$ cat config.mk
export PLATFORM = sky130hd
export DESIGN_NAME = hd_top
export DESIGN_NICKNAME = d
export VERILOG_FILES = /design/src/rtl/hd_top.sv
export SDC_FILE = /design/constraint.sdc
export NUM_CORES = 1
export LEC_CHECK = 0
export BUFFER_PORTS_ARGS = -buffer_cell sky130_fd_sc_hd__buf_4
export CAP_MARGIN = 20
export CORE_UTILIZATION = 50
export DETAILED_ROUTE_END_ITERATION = 10
export MAX_ROUTING_LAYER = met4
export PLACE_DENSITY = 0.85
export SLEW_MARGIN = 5
export SYNTH_ARGS = -nofsm -noshare
export SYNTH_HDL_FRONTEND = slang
export SYNTH_SLANG_ARGS = --single-unit
export TNS_END_PERCENT = 30
$ cat constraint.sdc
create_clock -name clk -period 3.5 [get_ports clk]
set_input_delay 0.35 -clock clk [delete_from_list [all_inputs] [get_ports clk]]
set_output_delay 0.35 -clock clk [all_outputs]
set_load 0.05 [all_outputs]
$ cat src/rtl/hd_top.sv
// hd_top: pipelined Hamming single-error-correcting decoder.
// Two-cycle latency from cvld to dvld, one word per cycle, no backpressure.
// Ports:
//   clk      - clock, rising edge
//   rst      - asynchronous active-high reset
//   cin      - received codeword, cin[i-1] is Hamming position i
//   cvld     - cin valid this cycle
//   cnt_clr  - synchronous clear of cor_cnt (wins over an increment)
//   dout     - corrected data, holds while dvld=0
//   dvld     - one-cycle pulse per accepted word
//   err_cor  - single error corrected (qualified by dvld)
//   err_unc  - syndrome points past the codeword (qualified by dvld)
//   syndrome - syndrome of the word shown with dvld, holds while dvld=0
//   cor_cnt  - saturating count of corrected words
module hd_top #(
   parameter int unsigned k  = 11,
   parameter int unsigned m  = 4,
   parameter int unsigned CW = 16
) (
   input  logic            clk,
   input  logic            rst,
   input  logic [k+m-1:0]  cin,
   input  logic            cvld,
   input  logic            cnt_clr,
   output logic [k-1:0]    dout,
   output logic            dvld,
   output logic            err_cor,
   output logic            err_unc,
   output logic [m-1:0]    syndrome,
   output logic [CW-1:0]   cor_cnt
);

   localparam int unsigned N  = k + m;
   localparam int unsigned NW = (N > 1) ? $clog2(N) : 1;
   localparam int unsigned KW = (k > 1) ? $clog2(k) : 1;
   localparam int unsigned MW = (m > 1) ? $clog2(m) : 1;

   // stage 1 registers
   logic [N-1:0]  cw_q;
   logic          vld_q;

   // stage 2 registers
   logic [k-1:0]  dout_q,  dout_d;
   logic          dvld_q,  dvld_d;
   logic          cor_q,   cor_d;
   logic          unc_q,   unc_d;
   logic [m-1:0]  syn_q,   syn_d;
   logic [CW-1:0] cnt_q,   cnt_d;

   // combinational decode of the stage-1 word
   logic [m-1:0]  syn_c;
   logic          hit_c;
   logic          unc_c;
   logic [N-1:0]  fix_c;
   logic [k-1:0]  data_c;
   int unsigned   didx;

   // Syndrome bit j is the parity over every position whose index has bit j set.
   always_comb begin
      syn_c = '0;
      for (int unsigned i = 1; i <= N; i++) begin
         for (int unsigned j = 0; j < m; j++) begin
            if (((i >> j) & 32'd1) != 32'd0) begin
               syn_c[MW'(j)] = syn_c[MW'(j)] ^ cw_q[NW'(i - 1)];
            end
         end
      end
   end

   // A syndrome above n names a position that does not exist in this code.
   always_comb begin
      hit_c = (syn_c != '0) && (32'(syn_c) <= N);
      unc_c = (32'(syn_c) > N);
   end

   // Flip the addressed position, then gather data from non-power-of-two slots.
   always_comb begin
      fix_c  = cw_q;
      data_c = '0;
      didx   = 0;
      for (int unsigned i = 1; i <= N; i++) begin
         if (hit_c && (32'(syn_c) == i)) begin
            fix_c[NW'(i - 1)] = ~cw_q[NW'(i - 1)];
         end
      end
      for (int unsigned i = 1; i <= N; i++) begin
         if ((i & (i - 1)) != 32'd0) begin
            data_c[KW'(didx)] = fix_c[NW'(i - 1)];
            didx              = didx + 1;
         end
      end
   end

   // Stage-2 next state; flags are qualified by valid, data/syndrome hold.
   always_comb begin
      dvld_d = vld_q;
      dout_d = dout_q;
      syn_d  = syn_q;
      cor_d  = vld_q & hit_c;
      unc_d  = vld_q & unc_c;
      cnt_d  = cnt_q;
      if (vld_q) begin
         dout_d = data_c;
         syn_d  = syn_c;
      end
      if (cnt_clr) begin
         cnt_d = '0;
      end else if (cor_d && (cnt_q != {CW{1'b1}})) begin
         cnt_d = cnt_q + CW'(1);
      end
   end

   // Pipeline registers; reset drops every word in flight.
   always_ff @(posedge clk or posedge rst) begin
      if (rst) begin
         cw_q   <= '0;
         vld_q  <= 1'b0;
         dout_q <= '0;
         dvld_q <= 1'b0;
         cor_q  <= 1'b0;
         unc_q  <= 1'b0;
         syn_q  <= '0;
         cnt_q  <= '0;
      end else begin
         cw_q   <= cin;
         vld_q  <= cvld;
         dout_q <= dout_d;
         dvld_q <= dvld_d;
         cor_q  <= cor_d;
         unc_q  <= unc_d;
         syn_q  <= syn_d;
         cnt_q  <= cnt_d;
      end
   end

   assign dout     = dout_q;
   assign dvld     = dvld_q;
   assign err_cor  = cor_q;
   assign err_unc  = unc_q;
   assign syndrome = syn_q;
   assign cor_cnt  = cnt_q;

endmodule
# [Word level (Yosys, flattened, before mapping)]
# Cells that the tools add are included.
[word_totals] in_bits=19 regBits=49 out_inout_bits=34
[classes] n_eq_ne=12 mux=13 n_addsub=1 n_bitwise=40 n_reduce_logical=14
[ops] operator="two-way mux 16 bit" count=2
[ops] operator="== test 4 bit (second input constant)" count=7
[ops] operator="XOR 1 bit" count=28
[ops] operator="adder 16 x 1 -> 16 bit (second input constant)" count=1
[ops] operator="!= test 16 bit (second input constant)" count=1
[ops] operator="== test 4 x 3 -> 1 bit (second input constant)" count=3
[ops] operator="logical AND 1 bit" count=12
[ops] operator="two-way mux 1 bit" count=11
[ops] operator="inverter 1 bit" count=11
[ops] operator="== test 4 x 2 -> 1 bit (second input constant)" count=1
[ops] operator="nonzero test 4 bit" count=1
[ops] operator="nonzero test 2 bit" count=1
[ops] operator="AND 1 bit" count=1

# [Depth between registers and ports, before layout]
[depth] word_depth=12 mapped_depth=8 depth_no_buf=6

# [Worst setup path after synthesis]
# No wires, ideal clock.
[synth_timing] path_type="register to register" from="register cw_q[14]" to="register cnt_q[5], in the netlist cor_cnt[5]" path_stages_with_launch=8 path_buffers=1 setup_ns=0.125 t_arrival_ns=2.368 setup_slack_ns=1.007 synth_period_minus_slack_ns=2.493 cell_sequence="dfrtp_1 > xnor3_2 > xnor3_2 > xor2_4 > a211oi_4 > buf_6 > nor3_2 > mux2_4"
[synth_via] elab_chain_len=5
[synth_rtl] element="from (decl)" line="39" text="logic [N-1:0] cw_q;"
[synth_rtl] element="from (signal assigned)" line="125" text="cw_q <= cin;"
[synth_rtl] element="XOR 1 bit" line="64" text="syn_c[MW'(j)] = syn_c[MW'(j)] ^ cw_q[NW'(i - 1)];"
[synth_rtl] element="nonzero test 4 bit *" line="72" text="hit_c = (syn_c != '0) && (32'(syn_c) <= N);"
[synth_rtl] element="AND 1 bit *" line="99" text="cor_d = vld_q & hit_c;"
[synth_rtl] element="logical AND 1 bit *" line="108" text="end else if (cor_d && (cnt_q != {CW{1'b1}})) begin"
[synth_rtl] element="nonzero test 2 bit (no source line) *"
[synth_rtl] element="to (signal assigned)" line="132" text="cnt_q <= cnt_d;"
[synth_rtl] element="to (decl)" line="48" text="logic [CW-1:0] cnt_q, cnt_d;"
# Every way passes the cells marked *; elsewhere a longest branch is shown, timed or not.
# A chain may end at the register's enable or synchronous reset.

# [Final worst setup path]
[layout_timing] from="register cw_q[12]" to="register cnt_q[2], in the netlist cor_cnt[2]"
[layout_via] elab_chain_len=7
[layout_rtl] element="XOR 1 bit (3 in a row)" line="64"
[layout_rtl] element="nonzero test 4 bit *" line="72"
[layout_rtl] element="AND 1 bit *" line="99"
[layout_rtl] element="logical AND 1 bit *" line="108"
[layout_rtl] element="nonzero test 2 bit (no source line) *"
# Marked as above.

==> flow_summary.ini <==
[run_status]
outcome = completed

[clocking]
cts_made_buffers = 5
clock_latency_ps = 300
cts.repair.resized = 0
ctsHoldBuffers = 0
cts.sinks = 49
cts_tree = built
h-tree-depth = 2
clk_pin_slew_ps = 80
clock_path_buffers = 2
postCtsSetupRepairBufs = 0
ctsRootBufferMaster = clkbuf_8

[setup_path]
worstPathCellList = xor2_1, xnor3_1, xnor2_1, a211oi_4, buf_4, or4_1, a21oi_1
worstSetupEndpoint = cor_cnt[2]
critPathSlowestCell = xnor3_1
reg2reg_depth = 7
r2r-start = cw_q[12]
start_kind = register
r2r_slack_ps = 720
crit_family = XOR/XNOR gates
path_max_fanout = 18
path_class = register to register
crit_buf_inv = 1
cp-startpoint = cw_q[12]
worstSetupEndpointType = register
r2r-end = cor_cnt[2]
critical_path_required_ps = 3720
arrival_ps = 3000
crit_cells = 7
slowest_delay_ps = 510

[placement]
gp_congestion = 0.804
dp_cells = 332
dpl-instance-area_sq_mm = 0.00292
numPortBuffers = 51
dp_hpwl_um = 3370

[floorplan]
rows = 25
coreArea_sq_mm = 0.00475
start_util_pct = 52.4
die_area_sq_mm = 0.00527
die_w_um = 72.6
die-height_um = 72.6
io_pins = 53

[finish]
fin_util_pct = 63.9
diodes = 0
drive_gt1_share_pct = 27.7
areaGrowthSynthToFinish_pct = 22.0
layout.nets = 294
design_area_sq_mm = 0.00304
fin_cells = 341
n_fill_cell = 406

[drt]
drt-initial-drc-count = 117
ant_nets = 0
drt-total-wl_um = 4780
avgViaCountPerCell = 5.34
drt-pass1-iter-count = 4
post_drt_wl_per_cell_um = 14.0
vias = 1822
drcViolationCount = 0

[timing]
fin_crit_ps = 2780
setup_tns_ps = 0
worst_pin_slew_ps = 670
setup_viol = 0
max_freq_mhz = 359
finalHoldViolCount = 0
skew_ps = 5.30
finalCritPeriodShare_pct = 79.5
drv_slew = 0
rsz0062_at_grt = false
slew_headroom_pct = 55.0

[synthesis]
synth_commonest_cells = dfrtp_1 (49), a21oi_1 (25), nor2_1 (23), xnor2_1 (17), nand3_1 (11)
avgSynthCellArea_sq_um = 11.3
synthFlopType = dfrtp_1
yosysSeqAreaShare_pct = 49.2
synth-async-reset-ratio_pct = 100
syn_nets = 241
synthesis.area_sq_mm = 0.00249
synth.most_common_cell = dfrtp_1
yosys_warnings = 0
syn_inst = 221
synth_seq_cells = 49
yosysUniqueCellTypes = 40
yosys.area.top_type = dfrtp_1
synth_edf_count = 0
netlist_top_cells_area = dfrtp_1 (49%), xnor2_1 (6.0%), a21oi_1 (5.0%), nor2_1 (3.5%), xnor3_1 (2.7%)
synth_top_cell_area_share_pct = 49.2

[global_route]
grt_max_degree = 50
grt_pass1_vias = 1618
grt_pass1_wl_um = 7680
globalRouteOverflowTotal = 0
antenna_found_initial = 0
track_usage_pct = 19.8

[pwr]
ir_drop_v = 0.000271
p_leak_nw = 1.32
p_per_area_mw_per_mm2 = 517
power_mw = 1.57

[min_path]
hp-class = input port to register
hp-start = cvld

[run]
max_cap_viol_count = 0
## worst min path at each step
stage	endpoint	depth (start not counted)
detailed placement	cw_q[3]	1
CTS	cw_q[4]	1
finish	dvld_d	1
global placement	cw_q[11]	1
floorplan	dvld	0
global route	cw_q[6]	1
## cells in the final DEF, fill, tap and decap left out, types with 3 or more instances in the layout
cell and count:
nand4_1 3, or4_1 8, nand2b_1 4, or3_1 4, clkbuf_8 6, nor2b_1 6, mux2_4 4, xnor3_1 3
xnor2_1 17, o21ai_1 3, nor2_1 23, o31ai_1 8, xor2_1 6, nor3_1 6, buf_4 54, nand3_1 11
nand2_1 5, dfrtp_1 49, a21oi_1 25
## stage by stage
stage	hold slack, ps	setup WS, ps
global route	140	537
floorplan	352	1010
finish	157	716
detailed placement	461	743
global placement	459	846
CTS	149	718
## flip-flops by register name, indices dropped and copies added, names as in the netlist
register  cells
cor_cnt      16
cw_q         15
dout         11
syndrome      4
dvld          1
dvld_d        1
err_cor       1
## layout make-up
class | instances | area (sq um) | area share (%)
sequential | 49 | 1230 | 40.4
timing repair buffer | 56 | 435 | 14.3
tap | 67 | 83.8 | 2.76
inverter | 3 | 11.3 | 0.371
clock buffer | 7 | 86.3 | 2.84
multi-input combinational | 159 | 1190 | 39.3
## cell families (layout without fill, tap and decap cells)
kind of cell	Yosys count	in the layout	synth area share [%]
other	1	1	0.151
AO/OA/AOI/OAI	38	38	9.15
buffers and inverters	13	66	2.76
multiplexers	7	7	3.67
adder cells (fa/ha/maj)	1	1	0.502
XOR/XNOR	31	31	15.7
flip-flops	49	49	49.2
AND/OR/NAND/NOR	81	81	18.8
## layer usage
| layer | vias to the layer above | track usage, % | part of all wire, % | wire, um |
|---|---|---|---|---|
| met5 | - | - | 0 | 0 |
| met4 | 0 | 5.01 | 1.2 | 57 |
| met3 | 6 | 5.00 | 5.0 | 238 |
| met2 | 51 | 28.2 | 47 | 2250 |
| met1 | 872 | 28.3 | 47 | 2240 |
| li1 | 893 | - | - | - |
## worst register-to-register path, stage by stage (launching register included)
cell and delay, ps:
dfrtp_1 440, xor2_1 190, xnor3_1 510, xnor2_1 490
a211oi_4 160, buf_4 240, or4_1 490, a21oi_1 190
## report_power, final
group	switching, mW	internal [mW]	leakage (nW)	total (mW)
Sequential	0.0396	0.622	0.599	0.662
Combinational	0.378	0.204	0.681	0.582
Clock	0.171	0.157	0.0443	0.328
Note: power is estimated with default switching activity, not from simulation.
